$ cat src/rtl/parity_arb_pkg.sv
//------------------------------------------------------------------------------
// Module   : parity_arb_pkg
// Brief    : Shared FSM state encoding and requester indices for parity_arb.
// Revision : 1.0 - initial release
//------------------------------------------------------------------------------
`default_nettype none

package parity_arb_pkg;

    typedef enum logic [1:0] {
        IDLE   = 2'd0,
        BUSY   = 2'd1,
        RESULT = 2'd2
    } state_t;

    localparam logic REQ0 = 1'b0;
    localparam logic REQ1 = 1'b1;

endpackage

`default_nettype wire

$ cat src/rtl/parity_acc.sv
//------------------------------------------------------------------------------
// Module   : parity_acc
// Brief    : Running XOR-reduction accumulator with a saturating word counter.
// Revision : 1.0 - initial release
//------------------------------------------------------------------------------
`default_nettype none

module parity_acc #(
    parameter int DATA_W = 8,
    parameter int CNT_W  = 8
) (
    input  logic              clk,
    input  logic              rst,
    input  logic              i_clear,
    input  logic              i_enable,
    input  logic [DATA_W-1:0] i_data,
    output logic              o_parity,
    output logic [CNT_W-1:0]  o_count
);

    localparam logic [CNT_W-1:0] c_cnt_max = {CNT_W{1'b1}};
    localparam logic [CNT_W-1:0] c_cnt_one = {{(CNT_W-1){1'b0}}, 1'b1};

    logic             r_acc;
    logic [CNT_W-1:0] r_cnt;

    always_ff @(posedge clk) begin
        if (rst || i_clear) begin
            r_acc <= 1'b0;
            r_cnt <= '0;
        end else if (i_enable) begin
            r_acc <= r_acc ^ (^i_data);
            // Count sticks at all-ones so long frames never report a small count
            if (r_cnt != c_cnt_max) begin
                r_cnt <= r_cnt + c_cnt_one;
            end
        end
    end

    assign o_parity = r_acc;
    assign o_count  = r_cnt;

endmodule

`default_nettype wire

$ cat src/rtl/parity_arb.sv
//------------------------------------------------------------------------------
// Module   : parity_arb
// Brief    : Two-requester round-robin frame arbiter producing frame parity.
//            Optional res_xnor output enabled by macro PARITY_ARB_XNOR_EN.
// Revision : 1.0 - initial release
//------------------------------------------------------------------------------
`default_nettype none

module parity_arb
    import parity_arb_pkg::*;
#(
    parameter int DATA_W = 8,
    parameter int CNT_W  = 8
) (
    input  logic              clk,
    input  logic              rst,
    input  logic              req0_valid,
    input  logic [DATA_W-1:0] req0_data,
    input  logic              req0_last,
    output logic              req0_ready,
    input  logic              req1_valid,
    input  logic [DATA_W-1:0] req1_data,
    input  logic              req1_last,
    output logic              req1_ready,
    output logic              res_valid,
    output logic              res_parity,
    output logic              res_src,
    output logic [CNT_W-1:0]  res_count,
    input  logic              res_ready
`ifdef PARITY_ARB_XNOR_EN
    ,
    output logic              res_xnor
`endif
);

    state_t              r_state;
    state_t              w_next_state;
    logic                r_grant;
    logic                w_grant_next;
    logic                r_prio;
    logic                w_xfer;
    logic                w_last;
    logic                w_res_xfer;
    logic [DATA_W-1:0]   w_data;

    assign req0_ready = (r_state == BUSY) && (r_grant == REQ0);
    assign req1_ready = (r_state == BUSY) && (r_grant == REQ1);
    assign res_valid  = (r_state == RESULT);

    assign w_xfer     = (req0_valid && req0_ready) || (req1_valid && req1_ready);
    assign w_data     = (r_grant == REQ1) ? req1_data : req0_data;
    assign w_last     = (r_grant == REQ1) ? req1_last : req0_last;
    assign w_res_xfer = res_valid && res_ready;

    always_comb begin
        w_next_state = r_state;
        w_grant_next = r_grant;
        case (r_state)
            IDLE: begin
                if (req0_valid || req1_valid) begin
                    w_next_state = BUSY;
                    if (req0_valid && req1_valid) begin
                        w_grant_next = r_prio;
                    end else begin
                        w_grant_next = req1_valid ? REQ1 : REQ0;
                    end
                end
            end
            BUSY: begin
                if (w_xfer && w_last) begin
                    w_next_state = RESULT;
                end
            end
            RESULT: begin
                if (w_res_xfer) begin
                    w_next_state = IDLE;
                end
            end
            default: begin
                w_next_state = IDLE;
            end
        endcase
    end

    always_ff @(posedge clk) begin
        if (rst) begin
            r_state <= IDLE;
            r_grant <= REQ0;
            r_prio  <= REQ0;
        end else begin
            r_state <= w_next_state;
            r_grant <= w_grant_next;
            // The requester just served loses priority on the next tie
            if (w_res_xfer) begin
                r_prio <= ~r_grant;
            end
        end
    end

    parity_acc #(
        .DATA_W (DATA_W),
        .CNT_W  (CNT_W)
    ) u_acc (
        .clk      (clk),
        .rst      (rst),
        .i_clear  (w_res_xfer),
        .i_enable (w_xfer),
        .i_data   (w_data),
        .o_parity (res_parity),
        .o_count  (res_count)
    );

    assign res_src = r_grant;

`ifdef PARITY_ARB_XNOR_EN
    assign res_xnor = ~res_parity;
`endif

endmodule

`default_nettype wire

$ cat config.mk
export PLATFORM = sky130hd
export DESIGN_NAME = parity_arb
export DESIGN_NICKNAME = d
export VERILOG_FILES = /design/src/rtl/parity_arb_pkg.sv /design/src/rtl/parity_acc.sv /design/src/rtl/parity_arb.sv
export SDC_FILE = /design/constraint.sdc
export NUM_CORES = 1
export LEC_CHECK = 0
export CAP_MARGIN = 20
export CORE_MARGIN = 2
export CORE_UTILIZATION = 30
export DETAILED_ROUTE_END_ITERATION = 10
export GPL_TIMING_DRIVEN = 0
export RECOVER_POWER = 50
export SYNTH_ARGS = -nofsm -noshare
export SYNTH_HDL_FRONTEND = slang
export SYNTH_SLANG_ARGS = --single-unit
export TNS_END_PERCENT = 1
$ cat constraint.sdc
create_clock -name clk -period 1.63 [get_ports clk]
set_input_delay 0.163 -clock clk [delete_from_list [all_inputs] [get_ports clk]]
set_output_delay 0.163 -clock clk [all_outputs]
set_load 0.03 [all_outputs]
# == Yosys cells after proc, flatten, opt, wreduce, memory -nomap -nowiden ==
# Cells that the tools add are included.
# totals
in_bits,23
out_inout_bits,13
register_bits,13
# classes
eq_ne,6
n_bitwise,2
addsub,1
mux,8
reduce_logical,15
# op_table
op,count
adder 8 x 1 -> 8 bit (second input constant),1
two-way mux 8 bit,1
inequality test 8 bit (second input constant),1
parity 8 bit,1
logical AND 1 bit,7
two-way mux 2 bit,3
one-hot mux 2 bit (3 select lines),1
inequality test 2 x 1 -> 1 bit (second input constant),2
AND reduction 2 bit,2
logical OR 1 bit,3
two-way mux 1 bit,3
AND reduction 3 bit,1
equality test 2 x 1 -> 1 bit (second input constant),1
equality test 2 bit (second input constant),1
logical NOT 2 bit,1
inequality test 2 bit (second input constant),1
inverter 1 bit,1
XOR 1 bit,1

# == Longest topological paths before layout ==
# depth
ltp_word,7
mapped_depth,7

# == Hierarchy ==
# A second synthesis with hierarchy kept.
# hier_totals
cells_unflattened,88
area_unflattened_um2,778.2
# by_module_without_submodules
mod,instances,area_per_inst_um2,cells_per_inst
parity_acc,1,464.2,53
parity_arb,1,314.1,35

# == Worst setup path after synthesis ==
# OpenSTA, ideal clock, no wires.
# synth_timing
kind,register -> register
startpoint,register r_state[1]
endpoint,"register u_acc.r_cnt[0], in the netlist u_acc.o_count[0]"
slack_ns,0.004
synth_period_minus_slack_ns,1.626
t_arrival_ns,1.500
setup_time_ns,0.126
n_path_buf,1
t_required_ns,1.504
path_stages_with_launch,6
path_cell_list,dfxtp_1 -> nor2b_1 -> and2_1 -> or2_2 -> clkbuf_1 -> nor2_1
# synth_via
elab_cells_between_ends,10
classes_between,eq/ne (2); reduce/logical (8)
# synth_rtl
item,line,text
start: declaration,parity_arb.sv:36,state_t r_state;
start signal: assignment,parity_arb.sv:91,r_state <= w_next_state;
equality test 2 bit,parity_arb.sv:48,assign res_valid = (r_state == RESULT);
net res_valid,parity_arb.sv:25,"output logic res_valid,"
logical AND 1 bit,parity_arb.sv:53,assign w_res_xfer = res_valid && res_ready;
logical OR 1 bit,parity_acc.sv:28,if (rst || i_clear) begin
end signal: assignment,parity_acc.sv:35,r_cnt <= r_cnt + c_cnt_one;
end: declaration,parity_acc.sv:25,logic [CNT_W-1:0] r_cnt;
# The timed path passes the listed nets, and every way through them passes these cells.
# A chain may end at the register's enable or synchronous reset.

# == Worst setup path in the final report ==
# layout_timing
startpoint,"register u_acc.r_cnt[7], in the netlist u_acc.o_count[7]"
endpoint,output res_count[7]
# layout_rtl
item,line,text
end: declaration,parity_arb.sv:28,"output logic [CNT_W-1:0] res_count,"
# No word-level cell between the ends.

==> metrics.txt <==
pre-CTS WS -117 ps; synthesized instance count 86; CP max FO 3; Tcrit/Tclk final 95.1%; final setup margin 79.7 ps; Peak VDD IR 406 µV; Min-Delay Path Depth 1; largest net degree at the start of global routing 11; number of buffers added on ports 35; Post-Layout Cell Count between 150 and 200; P_int around 0.55 mW; Final Setup Violations 0; drt first pass iters 1; HP Class flop to flop; top cell type's share of synthesized area 34.2%; Rel. slew slack 71.1%; via count 700; DP HPWL 1.33 mm; TritonCTS clock tree yes; hold buffers post-CTS 0; worst reg2reg endpoint u_acc.o_parity$_SDFFE_PP0P_; global routing's busiest layer met2; post-cts resize count 3; design area between 1000 and 1500 µm²; Fin Hold WS 467 ps; die area approximately 3000 µm²; Synth Register Bits 13; ys flop type dfxtp_1; antenna-violating nets left 0; leading cell type in the layout, fill and taps excluded clkdlybuf4s50_1; vias in the first global route ~670; Critical Path Start Type flop; Flop pwr share 44.5%; antenna cells 0; commonest cells after routing, fill and taps aside clkdlybuf4s50_1 (26), dfxtp_1 (13), xor2_1 (12), nor2_1 (12), mux2i_1 (6); pwr dens 658 nW/µm²; Worst Hold End r_state[0]$_SDFFE_PP0P_; Crit. Startpoint u_acc.o_count[7]$_SDFFE_PP0P_; Clock Sinks 13; min Tclk post-route 1550 ps; met2 Usage GRT about a quarter; # DRC 0; post-synth cell types 29; CP Data Arrival Time ~1400 ps; initial antenna violation count 0; Synth Area per Inst 8.86 µm²; fraction of layout cells with a size suffix above 1 8.00%; Worst Tran Pin Value about 430 ps; Yosys top cell by area dfxtp_1; Starting Density between 30% and 40%; met3 Usage GRT 1.91%; Clk pwr share 26.0%; Multi-input gate area about 480 µm²; Hold Path Origin r_state[1]$_SDFFE_PP0P_; Leak 0.445 nW; WL final 1.62 mm; post-layout util 47.8%; Bufs and invs on worst path 1; Post-CTS Setup Inserts 0; die span in y approximately 54 µm; total power 0.765 mW; CTS clk-pin slew, worst paths 80 ps; CP max stage delay 750 ps; post-synthesis async set-or-reset flop share 0%; Iter 0 DRT Violations 0; Register-to-Register Path Depth 6; Net Sw Frac about 28%; CP Class flop to primary output; GR Util met1 13.1%; unrepaired setup endpoints after global routing true; Synth-to-Final Area Change 52.5%; Die X-Extent roughly 54 µm; fin. max-slew vios 0; Mapped Area 762 µm²; R2R Setup Slk between 100 and 150 ps; Critical Path RT ~1500 ps; final global-route overflow total 0; Syn Nets 110; Post-synth EDFFs 0; Placement Cell Area approximately 1100 µm²; core area 2430 µm²; Fillers roughly 250; post-DR wirelength/cell between 10 and 15 µm; Reg2Reg Launch Point res_src$_SDFFE_PP0P_; H-tree depth 1; post-synthesis sequential area ratio 34.2%; row count 18; yosys warns 0; # nets final 150; slowest library cell on the worst path dlygate4sd3_1; clock latency at the later pin of the worst-skew pair 270 ps; Max-Cap Viols 0; final RePlAce weighted congestion 0.685; Top delay family on crit path buffers and inverters; dominant cells by area after synthesis dfxtp_1 (34%), xor2_1 (14%), mux2i_1 (7.9%); Clock Tree Buf Depth 2; Sw Pwr ~0.22 mW; Avg Vias per Cell 4.52; FF+latch area 260 µm²; CTS buffer count 3; status complete, no violations; Peak Freq 645 MHz; Critical Path End Type primary output; gr usage total 12.1%; clk_skew 0.430 ps; worst-path cell chain dlygate4sd3_1; combinational power share 29.5%; Ports 36; total negative slack 0 ps; count of final hold-check violations 0; clk root buf clkbuf_4; first-pass GRT wire length 2.60 mm; Cells after DPL 151
worst max path at each step:
stage,end,slack (ps),depth (start not counted)
2_1_floorplan,u_acc.o_count[0]$_SDFFE_PP0P_,4,5
4_1_cts,res_count[3],50,1
3_3_place_gp,u_acc.o_count[6]$_SDFFE_PP0P_,-130,7
3_5_place_dp,u_acc.o_parity$_SDFFE_PP0P_,-120,7
5_1_grt,u_acc.o_parity$_SDFFE_PP0P_,-30,6
6_report,res_count[7],80,1
flip-flops by register name, summed over array words and instances, names as in the netlist:
register	flops
r_prio	1
u_acc.o_count	8
res_src	1
u_acc.o_parity	1
r_state	2
Yosys cell counts, drive strengths merged, types with 2 or more instances:
| library cell | n |
|---|---|
| a211oi | 2 |
| a21oi | 3 |
| and2 | 3 |
| and2b | 2 |
| dfxtp | 13 |
| inv | 2 |
| mux2i | 6 |
| nand2 | 5 |
| nand3 | 2 |
| nand4 | 2 |
| nor2 | 12 |
| nor3 | 3 |
| xnor2 | 5 |
| xor2 | 12 |
cell families after synthesis:
logic type | after synthesis | share of synthesized area, %
adder cells (fa/ha/maj) | 1 | 1.64
multiplexers | 7 | 9.85
AND/OR/NAND/NOR | 35 | 23.3
flip-flops | 13 | 34.2
XOR/XNOR | 17 | 19.5
AO/OA/AOI/OAI | 9 | 8.54
buffers and inverters | 4 | 2.96
power by group through the flow:
stage               Combinational, mW  Clock (mW)  Sequential [mW]
CTS                             0.230       0.206            0.341
floorplan                       0.116           0            0.363
global route                    0.250       0.220            0.343
finish                          0.226       0.199            0.341
global placement                0.229           0            0.348
detailed placement              0.233           0            0.348
layer usage:
layer	up-vias	part of all wire [%]	wire, µm
li1	372	-	-
met1	293	43	703
met2	33	47	754
met3	2	9.0	146
met4	0	0.99	16
met5	-	0	0
final cells by class:
type	count	share of cell area (%)
well taps	30	3.23
clock buffers	4	2.26
repair buffers	35	28.5
multi-input cells	69	41.7
plain buffers	2	1.29
flip-flops and latches	13	22.4
inverters	2	0.646
(Power assumes the default switching activity.)
